<file path="src/rtl/alu_pkg.sv">
// Shared definitions for the ALU issue/control front end: opcodes, instruction
// field positions and the issue FSM state type.
package alu_pkg;

    localparam int unsigned InstrW = 16;

    // Opcodes, shared with the ALU itself.
    localparam logic [3:0] OpNop  = 4'b0000;
    localparam logic [3:0] OpAdd  = 4'b0001;
    localparam logic [3:0] OpSub  = 4'b0010;
    localparam logic [3:0] OpAsr  = 4'b0011;
    localparam logic [3:0] OpLsl  = 4'b0100;
    localparam logic [3:0] OpLsr  = 4'b0101;
    localparam logic [3:0] OpAnd  = 4'b0110;
    localparam logic [3:0] OpOr   = 4'b0111;
    localparam logic [3:0] OpSlt  = 4'b1000;
    localparam logic [3:0] OpInv  = 4'b1001;
    localparam logic [3:0] OpMov  = 4'b1010;
    localparam logic [3:0] OpHd   = 4'b1011;
    localparam logic [3:0] OpComp = 4'b1100;

    // Instruction field positions.
    localparam int unsigned OpMsb     = 15;
    localparam int unsigned OpLsb     = 12;
    localparam int unsigned RdMsb     = 11;
    localparam int unsigned RdLsb     = 9;
    localparam int unsigned Rs1Msb    = 8;
    localparam int unsigned Rs1Lsb    = 6;
    localparam int unsigned ImmSelBit = 5;
    localparam int unsigned Rs2Msb    = 4;
    localparam int unsigned Rs2Lsb    = 2;
    localparam int unsigned UseCBit   = 0;
    localparam int unsigned ImmMsb    = 4;
    localparam int unsigned ImmLsb    = 0;

    typedef enum logic [1:0] {
        StIdle = 2'd0,
        StRead = 2'd1,
        StExec = 2'd2,
        StWb   = 2'd3
    } state_e;

    // Opcodes 1101..1111 are reserved.
    function automatic logic op_is_illegal(input logic [3:0] op);
        return op > OpComp;
    endfunction

    // NOP and illegal ops bypass the ALU entirely.
    function automatic logic op_uses_alu(input logic [3:0] op);
        return (op != OpNop) && !op_is_illegal(op);
    endfunction

endpackage

</file>
<file path="src/rtl/alu_issue_ctrl_if.sv">
// Instruction handshake and retire signals between the instruction source
// (master) and the issue controller (slave).
interface alu_issue_ctrl_if #(
    parameter int unsigned DATA_W = 16
);

    logic              instr_valid;
    logic              instr_ready;
    logic [DATA_W-1:0] instr_data;
    logic              done;
    logic              illegal;

    modport master (
        output instr_valid,
        output instr_data,
        input  instr_ready,
        input  done,
        input  illegal
    );

    modport slave (
        input  instr_valid,
        input  instr_data,
        output instr_ready,
        output done,
        output illegal
    );

endinterface

</file>
<file path="src/rtl/alu_regfile.sv">
// 8x16 register file: one synchronous write port, two combinational operand
// read ports and one combinational debug read port; synchronous clear to zero.
module alu_regfile #(
    parameter int unsigned DATA_W     = 16,
    parameter int unsigned REG_ADDR_W = 3
) (
    input  logic                  clk,
    input  logic                  rst_n,
    input  logic                  we,
    input  logic [REG_ADDR_W-1:0] waddr,
    input  logic [DATA_W-1:0]     wdata,
    input  logic [REG_ADDR_W-1:0] raddr1,
    output logic [DATA_W-1:0]     rdata1,
    input  logic [REG_ADDR_W-1:0] raddr2,
    output logic [DATA_W-1:0]     rdata2,
    input  logic [REG_ADDR_W-1:0] dbg_addr,
    output logic [DATA_W-1:0]     dbg_data
);

    localparam int unsigned NumRegs = 1 << REG_ADDR_W;

    logic [DATA_W-1:0] regs_q [NumRegs];

    // Storage: reset wins over a same-cycle write so an aborted retire is lost.
    always_ff @(posedge clk) begin
        if (!rst_n) begin
            for (int i = 0; i < NumRegs; i++) begin
                regs_q[i] <= '0;
            end
        end else if (we) begin
            regs_q[waddr] <= wdata;
        end
    end

    assign rdata1   = regs_q[raddr1];
    assign rdata2   = regs_q[raddr2];
    assign dbg_data = regs_q[dbg_addr];

endmodule

</file>
<file path="src/rtl/alu_issue_ctrl.sv">
// Issue/control front end for the 16-bit combinational ALU. Accepts one
// instruction at a time, reads operands, drives the ALU for one cycle, then
// writes back the result and latches the status flags.
module alu_issue_ctrl
    import alu_pkg::*;
#(
    parameter int unsigned DATA_W     = 16,
    parameter int unsigned REG_ADDR_W = 3,
    parameter int unsigned IMM_W      = 5
) (
    input  logic                  clk,
    input  logic                  rst_n,
    alu_issue_ctrl_if.slave       ctrl,
    output logic [3:0]            alu_op,
    output logic [DATA_W-1:0]     alu_in1,
    output logic [DATA_W-1:0]     alu_in2,
    output logic                  alu_cin,
    input  logic [DATA_W-1:0]     alu_result,
    input  logic                  alu_carry,
    input  logic                  alu_eq,
    input  logic                  alu_neg,
    output logic                  flag_c,
    output logic                  flag_z,
    output logic                  flag_n,
    input  logic [REG_ADDR_W-1:0] dbg_addr,
    output logic [DATA_W-1:0]     dbg_data
);

    state_e state_q, state_d;

    logic [InstrW-1:0] instr_q;
    logic [DATA_W-1:0] in1_q, in2_q, res_q;
    logic              cin_q;
    logic              hold_c_q, hold_z_q, hold_n_q;
    logic              flag_c_q, flag_z_q, flag_n_q;

    logic [3:0]            op;
    logic [REG_ADDR_W-1:0] rd, rs1, rs2;
    logic                  imm_sel, use_c;
    logic [IMM_W-1:0]      imm5;
    logic [DATA_W-1:0]     imm_ext;
    logic [DATA_W-1:0]     rf_rdata1, rf_rdata2;
    logic                  rf_we;
    logic                  ready, done, illegal;
    logic [3:0]            op_out;

    // Field decode of the captured instruction.
    assign op      = instr_q[OpMsb:OpLsb];
    assign rd      = instr_q[RdMsb:RdLsb];
    assign rs1     = instr_q[Rs1Msb:Rs1Lsb];
    assign rs2     = instr_q[Rs2Msb:Rs2Lsb];
    assign imm_sel = instr_q[ImmSelBit];
    assign use_c   = instr_q[UseCBit];
    assign imm5    = instr_q[ImmMsb:ImmLsb];
    assign imm_ext = {{(DATA_W - IMM_W){1'b0}}, imm5};

    logic unused_instr;
    assign unused_instr = instr_q[1];

    // COMP only updates flags; NOP and illegal ops touch nothing.
    assign rf_we = (state_q == StWb) && op_uses_alu(op) && (op != OpComp);

    alu_regfile #(
        .DATA_W     (DATA_W),
        .REG_ADDR_W (REG_ADDR_W)
    ) u_regfile (
        .clk      (clk),
        .rst_n    (rst_n),
        .we       (rf_we),
        .waddr    (rd),
        .wdata    (res_q),
        .raddr1   (rs1),
        .rdata1   (rf_rdata1),
        .raddr2   (rs2),
        .rdata2   (rf_rdata2),
        .dbg_addr (dbg_addr),
        .dbg_data (dbg_data)
    );

    // FSM next-state and per-state outputs.
    always_comb begin
        state_d = state_q;
        ready   = 1'b0;
        done    = 1'b0;
        illegal = 1'b0;
        op_out  = 4'b0000;
        unique case (state_q)
            StIdle: begin
                ready = 1'b1;
                if (ctrl.instr_valid) begin
                    state_d = StRead;
                end
            end
            StRead: begin
                state_d = op_uses_alu(op) ? StExec : StWb;
            end
            StExec: begin
                op_out  = op;
                state_d = StWb;
            end
            StWb: begin
                done    = 1'b1;
                illegal = op_is_illegal(op);
                state_d = StIdle;
            end
            default: state_d = StIdle;
        endcase
    end

    // FSM state register.
    always_ff @(posedge clk) begin
        if (!rst_n) begin
            state_q <= StIdle;
        end else begin
            state_q <= state_d;
        end
    end

    // Instruction capture on handshake; later instr_data changes are ignored.
    always_ff @(posedge clk) begin
        if (!rst_n) begin
            instr_q <= '0;
        end else if ((state_q == StIdle) && ctrl.instr_valid) begin
            instr_q <= ctrl.instr_data;
        end
    end

    // Operand and carry-in registers, loaded while decoding.
    always_ff @(posedge clk) begin
        if (!rst_n) begin
            in1_q <= '0;
            in2_q <= '0;
            cin_q <= 1'b0;
        end else if (state_q == StRead) begin
            in1_q <= rf_rdata1;
            in2_q <= imm_sel ? imm_ext : rf_rdata2;
            cin_q <= (op == OpAdd) && !imm_sel && use_c && flag_c_q;
        end
    end

    // Hold the ALU result and flags at the end of the execute cycle.
    always_ff @(posedge clk) begin
        if (!rst_n) begin
            res_q    <= '0;
            hold_c_q <= 1'b0;
            hold_z_q <= 1'b0;
            hold_n_q <= 1'b0;
        end else if (state_q == StExec) begin
            res_q    <= alu_result;
            hold_c_q <= alu_carry;
            hold_z_q <= alu_eq;
            hold_n_q <= alu_neg;
        end
    end

    // Status register, updated on retire of any op that used the ALU.
    always_ff @(posedge clk) begin
        if (!rst_n) begin
            flag_c_q <= 1'b0;
            flag_z_q <= 1'b0;
            flag_n_q <= 1'b0;
        end else if ((state_q == StWb) && op_uses_alu(op)) begin
            flag_c_q <= hold_c_q;
            flag_z_q <= hold_z_q;
            flag_n_q <= hold_n_q;
        end
    end

    assign ctrl.instr_ready = ready;
    assign ctrl.done        = done;
    assign ctrl.illegal     = illegal;

    assign alu_op  = op_out;
    assign alu_in1 = in1_q;
    assign alu_in2 = in2_q;
    assign alu_cin = cin_q;
    assign flag_c  = flag_c_q;
    assign flag_z  = flag_z_q;
    assign flag_n  = flag_n_q;

endmodule
</file>
<file path="src/flat_wrapper.sv">
// flat-port wrapper written by rule: the top's interface ports become plain ports
module alu_issue_ctrl_flat import alu_pkg::*;
#(
    parameter int unsigned DATA_W     = 16,
    parameter int unsigned REG_ADDR_W = 3,
    parameter int unsigned IMM_W      = 5
)
  (clk, rst_n, alu_op, alu_in1, alu_in2, alu_cin, alu_result, alu_carry, alu_eq, alu_neg, flag_c, flag_z, flag_n, dbg_addr, dbg_data, ctrl_instr_valid, ctrl_instr_data, ctrl_instr_ready, ctrl_done, ctrl_illegal);
  alu_issue_ctrl_if #(.DATA_W(DATA_W)) ctrl_i ();
  input  logic clk;
  input  logic rst_n;
  output logic [3:0] alu_op;
  output logic [DATA_W-1:0] alu_in1;
  output logic [DATA_W-1:0] alu_in2;
  output logic alu_cin;
  input  logic [DATA_W-1:0] alu_result;
  input  logic alu_carry;
  input  logic alu_eq;
  input  logic alu_neg;
  output logic flag_c;
  output logic flag_z;
  output logic flag_n;
  input  logic [REG_ADDR_W-1:0] dbg_addr;
  output logic [DATA_W-1:0] dbg_data;
  input wire logic [$bits(ctrl_i.instr_valid)-1:0] ctrl_instr_valid;
  input wire logic [$bits(ctrl_i.instr_data)-1:0] ctrl_instr_data;
  output wire logic [$bits(ctrl_i.instr_ready)-1:0] ctrl_instr_ready;
  output wire logic [$bits(ctrl_i.done)-1:0] ctrl_done;
  output wire logic [$bits(ctrl_i.illegal)-1:0] ctrl_illegal;
  assign ctrl_i.instr_valid = ctrl_instr_valid;
  assign ctrl_i.instr_data = ctrl_instr_data;
  assign ctrl_instr_ready = ctrl_i.instr_ready;
  assign ctrl_done = ctrl_i.done;
  assign ctrl_illegal = ctrl_i.illegal;
  alu_issue_ctrl #(.DATA_W(DATA_W), .REG_ADDR_W(REG_ADDR_W), .IMM_W(IMM_W)) u_core (.clk(clk), .rst_n(rst_n), .ctrl(ctrl_i), .alu_op(alu_op), .alu_in1(alu_in1), .alu_in2(alu_in2), .alu_cin(alu_cin), .alu_result(alu_result), .alu_carry(alu_carry), .alu_eq(alu_eq), .alu_neg(alu_neg), .flag_c(flag_c), .flag_z(flag_z), .flag_n(flag_n), .dbg_addr(dbg_addr), .dbg_data(dbg_data));
endmodule
</file>
<file path="config.mk">
export PLATFORM = sky130hd
export DESIGN_NAME = alu_issue_ctrl_flat
export DESIGN_NICKNAME = d
export VERILOG_FILES = /design/src/rtl/alu_pkg.sv /design/src/rtl/alu_issue_ctrl_if.sv /design/src/rtl/alu_regfile.sv /design/src/rtl/alu_issue_ctrl.sv /design/src/flat_wrapper.sv
export SDC_FILE = /design/constraint.sdc
export NUM_CORES = 1
export LEC_CHECK = 0
export CAP_MARGIN = 20
export CELL_PAD_IN_SITES_DETAIL_PLACEMENT = 0
export CELL_PAD_IN_SITES_GLOBAL_PLACEMENT = 1
export CORE_ASPECT_RATIO = 1.2
export CORE_MARGIN = 2
export CORE_UTILIZATION = 25
export DETAILED_ROUTE_END_ITERATION = 16
export HOLD_SLACK_MARGIN = 0.06
export MAX_ROUTING_LAYER = met4
export PLACE_DENSITY = 0.48
export SETUP_SLACK_MARGIN = 0.02
export SYNTH_ARGS = -nofsm -noshare
export SYNTH_HDL_FRONTEND = slang
export SYNTH_HIERARCHICAL = 1
export SYNTH_SLANG_ARGS = --single-unit
</file>
<file path="constraint.sdc">
create_clock -name clk -period 2.8 [get_ports clk]
set_clock_uncertainty 0.2 [all_clocks]
set_input_delay 0.56 -clock clk [delete_from_list [all_inputs] [get_ports clk]]
set_output_delay 0.56 -clock clk [all_outputs]
set_load 0.005 [all_outputs]
</file>
# == Yosys cells after proc, flatten, opt, wreduce, memory -nomap -nowiden ==
# Memory sizes are Yosys's and may differ from the RTL's. A register that Yosys moved wholly into a read port is not among the register bits.
# Cells that the tools add are included.
# classes
n_lt_le_gt_ge,1
eq_ne,6
n_mux,17
reduce_logical,13
# ops
op,n
2-to-1 mux 16 bit,2
OR reduction 16 bit,1
2-to-1 mux 1 bit,9
2-to-1 mux 3 bit,3
case mux 2 bit (4 select lines),1
logical AND 1 bit,7
== test 2 bit (second input constant),2
== test 4 x 1 -> 1 bit (second input constant),1
> comparator 4 bit (second input constant),1
2-to-1 mux 4 bit,1
!= test 4 bit (second input constant),1
nonzero test 4 bit,1
logical NOT 1 bit,3
== test 2 x 1 -> 1 bit (second input constant),1
logical NOT 2 bit,1
2-to-1 mux 2 bit,1
!= test 2 bit (second input constant),1
# word_totals
register_bits,57
ramBits,128
in_bits,41
wordCells,49
memories,1
# memory_table
memory,words,width,read_ports,rd_clocked_by_memory_dff,write_ports,line,rtl
u_core.u_regfile.regs_q,8,16,3,2,8,alu_regfile.sv:22,logic [DATA_W-1:0] regs_q [NumRegs];

# == Logic depth before layout (Yosys ltp) ==
# logic_depth
depth_word,10
depth_mapped,7
depth_no_buf,5

# == By module ==
# The synthesis kept the hierarchy.
# modules_own_cells
module,instances,cells_per_inst,area_each_um2,seq_area_each_um2
alu_regfile,1,487,7947.6,3843.7
alu_issue_ctrl,1,299,2957.8,1461.4

# == Worst setup path before layout ==
# OpenSTA, ideal clock, no wires.
# synth_timing
path_type,register to register
start,register u_core.state_q[0]
end,"memory u_core.u_regfile.regs_q[1][0], enable pin"
setup_ns,0.411
arrival_time_ns,2.392
required_ns,2.189
slack_ns,-0.204
path_stages_with_launch,7
path_buffers,1
synth_period_minus_slack_ns,3.004
cell_sequence,dfxtp_1 -> ha_1 -> o41ai_2 -> a21oi_1 -> nand3_1 -> clkbuf_1 -> o21ai_0
# synth_rtl
item,line,rtl
from (decl),alu_issue_ctrl.sv:29,"state_e state_q, state_d;"
from (signal assigned),alu_issue_ctrl.sv:113,state_q <= StIdle;
from (signal assigned),alu_issue_ctrl.sv:115,state_q <= state_d;
to (decl),alu_regfile.sv:22,

# == Worst setup path after layout ==
# layout_timing
start,input dbg_addr[2]
end,output dbg_data[11]
# layout_between
elab_chain_len,1
# layout_rtl
item,line,rtl
from (decl),flat_wrapper.sv:23,input logic [REG_ADDR_W-1:0] dbg_addr;
memory read (8 x 16 bit),-,
to (decl),flat_wrapper.sv:24,output logic [DATA_W-1:0] dbg_data;
# Every way passes these cells.

==> results.ini <==
[yosys]
yosys-top-cells-count = 129 x nor3_1, 128 x edfxtp_1, 84 x mux4_1
synth-async-reset-ratio = 0
syn_area_sq_um = 10900
synth-edff-count = 128
synth.top_cell.area_share = 0.352
avgSynthCellArea_sq_um = 13.9
yosys_warnings = 6
synth_top_area_cell = edfxtp_1
synth_fp_nets = 831
seq_area_frac_synth = 0.486
yosysMostFrequentCell = nor3_1
ys_ff_latch = 201
ys_types = 34
synth_cells = 786
synth.area.top_cells = edfxtp_1 35%, mux4_1 20%, dfxtp_1 13%
synthFlopType = edfxtp_1

[detailed_routing]
drt_iter0_markers = 393
vias = 7258
via_per_inst = 4.89
drc = 0
drt_wl_total_um = 35500
wl_per_cell_um = 23.9
dr.pass1.iters = 4
postRouteAntennaNets = 0

[cells_and_area]
drive_gt1_frac = 0.229
n_antenna_cell = 0
area_growth_pct = 26.5
fin_area_sq_um = 13800
layout.nets = 959

[clocking]
path_clk_slew_ns = 0.06
cts_tree = built
ctsHoldBuffers = 0
clk_latency_ns = 0.53
clock-root-buffer = clkbuf_16
h-tree-depth = 1
cts_buffer_depth = 3
cts.sinks = 201
cts_made_buffers = 24

[power_and_ir_drop]
power_density_nw_per_um2 = 708
p_leak_nw = 4.77
peakVddDrop_mv = 0.238
total_power_mw = 9.76

[floorplanning]
start_util = 0.254
rows = 83
die_x_um = 195
core_sq_um = 42900
die-area_sq_um = 45300
ios = 100
die_h_um = 233

[worst_hold_path]
hold_depth = 2
hold_start = u_core/flag_z
min_path_type = reg -> reg
hold_end = u_core/flag_z

[timing]
max_slew.worst_pin.slew_ns = 0.911
hold_viol = 0
layout_worst_path_cycle_share = 0.981
setup_violations = 0
final.setup.tns_ns = 0
rsz0062_at_grt = no
timing.slew.headroom = 0.391
max_freq_ghz = 0.364
fin_crit_ns = 2.75
slew_viol_final = 0
holdWs_ns = 0.260

[global_route]
grt_pass1_wl_um = 52600
gr-total-overflow = 0
grtUsageTotal = 0.162
grt_max_degree = 49
antenna_found_initial = 0
grt_pass1_vias = 7643

[critical_path]
r2r.worst_path.cells = 7
crit_required_ns = 2.04
cp_cell_sequence = clkdlybuf4s15_2, buf_12, mux4_2, mux2_2, dlygate4sd2_1
crit_path_start_kind = primary input
r2r_end = u_core/u_regfile/regs_q[4][7]
worstReg2RegStart = u_core/state_q[1]
worst_path_max_delay_cell = clkdlybuf4s15_2
slowest_delay_ns = 0.32
cp.arrival_ns = 1.99
critical_path_class = in -> out
end_kind = output port
r2r_setup_slack_ns = 0.23
cp_max_fo = 16

[placement]
hpwl_um = 22100
gp_congestion = 0.763
placed_cell_area_sq_um = 12600
port_buffers = 99

[run_status]
status = finished, final reports clean

[flow_run]
drv_cap = 0

[through the flow]
stage,setup WS [ns],cells,utilization
after floorplan,-0.204,786,-
after global placement,-0.368,1400,0.294
after detailed placement,-0.389,1400,0.294
after CTS,0.0205,1481,0.321
after global routing,0.0215,1484,0.322
final,0.0520,1484,0.322
[what timing repair did]
action / in CTS / in global routing
gates cloned: 4 / 0
buffers inserted: 33 / 3
setup endpoints to repair: 20 / 8
gates resized for setup: 69 / 9
[cells in the final DEF (no fill, tap or decap), drive strengths merged, types with 2 or more instances in the layout]
master         instances
clkbuf                31
mux4                  96
mux2i                 44
clkinvlp               2
nand2                 45
clkdlybuf4s50         80
bufinv                 4
nand2b                 4
and2                   6
dfxtp                 73
edfxtp               128
inv                    2
clkdlybuf4s15         15
a21boi                17
nor2b                 59
nand3                  2
nor3                 129
mux2                  48
clkinv                23
a21oi                 14
o21ai                  9
buf                   82
dlygate4sd2            2
o211a                  6
ha                     4
[sequential cells by signal, summed over array words and instances (netlist names)]
signal and count:
u_core/alu_in1 16, u_core/alu_in2 16, u_core/hold_c_q 1, u_core/res_q 16, u_core/state_q 2, u_core/flag_z 1, u_core/hold_n_q 1, u_core/alu_cin 1
u_core/u_regfile/regs_q 128, u_core/flag_n 1, u_core/flag_c 1, u_core/hold_z_q 1, u_core/instr_q 16
[per-layer routing]
layer | global-route usage | vias up | share of wire
li1 | - | 3327 | -
met1 | 0.199 | 3708 | 0.44
met2 | 0.279 | 171 | 0.50
met3 | 0.0203 | 52 | 0.039
met4 | 0.0522 | 0 | 0.027
met5 | - | - | 0
[critical path, delay by kind of cell]
family / cells / cell delay (ns)
multiplexers: 2 / 0.60
buffers and inverters: 3 / 0.81
[worst max-delay path by stage]
stage / from / endpoint / slack [ns] / cells after the start
after global placement: dbg_addr[2] / dbg_data[12] / -0.37 / 5
after floorplan: u_core/state_q[0] / u_core/u_regfile/regs_q[1][0] / -0.20 / 6
after global routing: u_core/u_regfile/regs_q[7][11] / dbg_data[11] / 0.02 / 3
after CTS: u_core/u_regfile/regs_q[4][7] / dbg_data[7] / 0.02 / 3
after detailed placement: dbg_addr[2] / dbg_data[3] / -0.39 / 5
final: dbg_addr[2] / dbg_data[11] / 0.05 / 5
[area by class of cell]
class | count | area [sq um]
inverters | 18 | 67.6
repair buffers | 179 | 1810
fillers | 4272 | 29100
multi-input cells | 490 | 5100
flip-flops and latches | 201 | 5310
well taps | 552 | 691
clock buffers | 31 | 658
clock inverters | 13 | 165
[power breakdown]
group	internal [mW]	switching (mW)
clock	2.02	1.28
sequential	3.45	0.241
combinational	1.32	1.46
total	6.78	2.98
[logic make-up after synthesis]
family,Yosys count,share of synthesized area
flip-flops,201,0.486
buffers and inverters,95,0.0433
AND/OR/NAND/NOR,250,0.119
multiplexers,188,0.317
AO/OA/AOI/OAI,48,0.0299
adder cells (fa/ha/maj),4,0.00459
(Power assumes the default switching activity.)
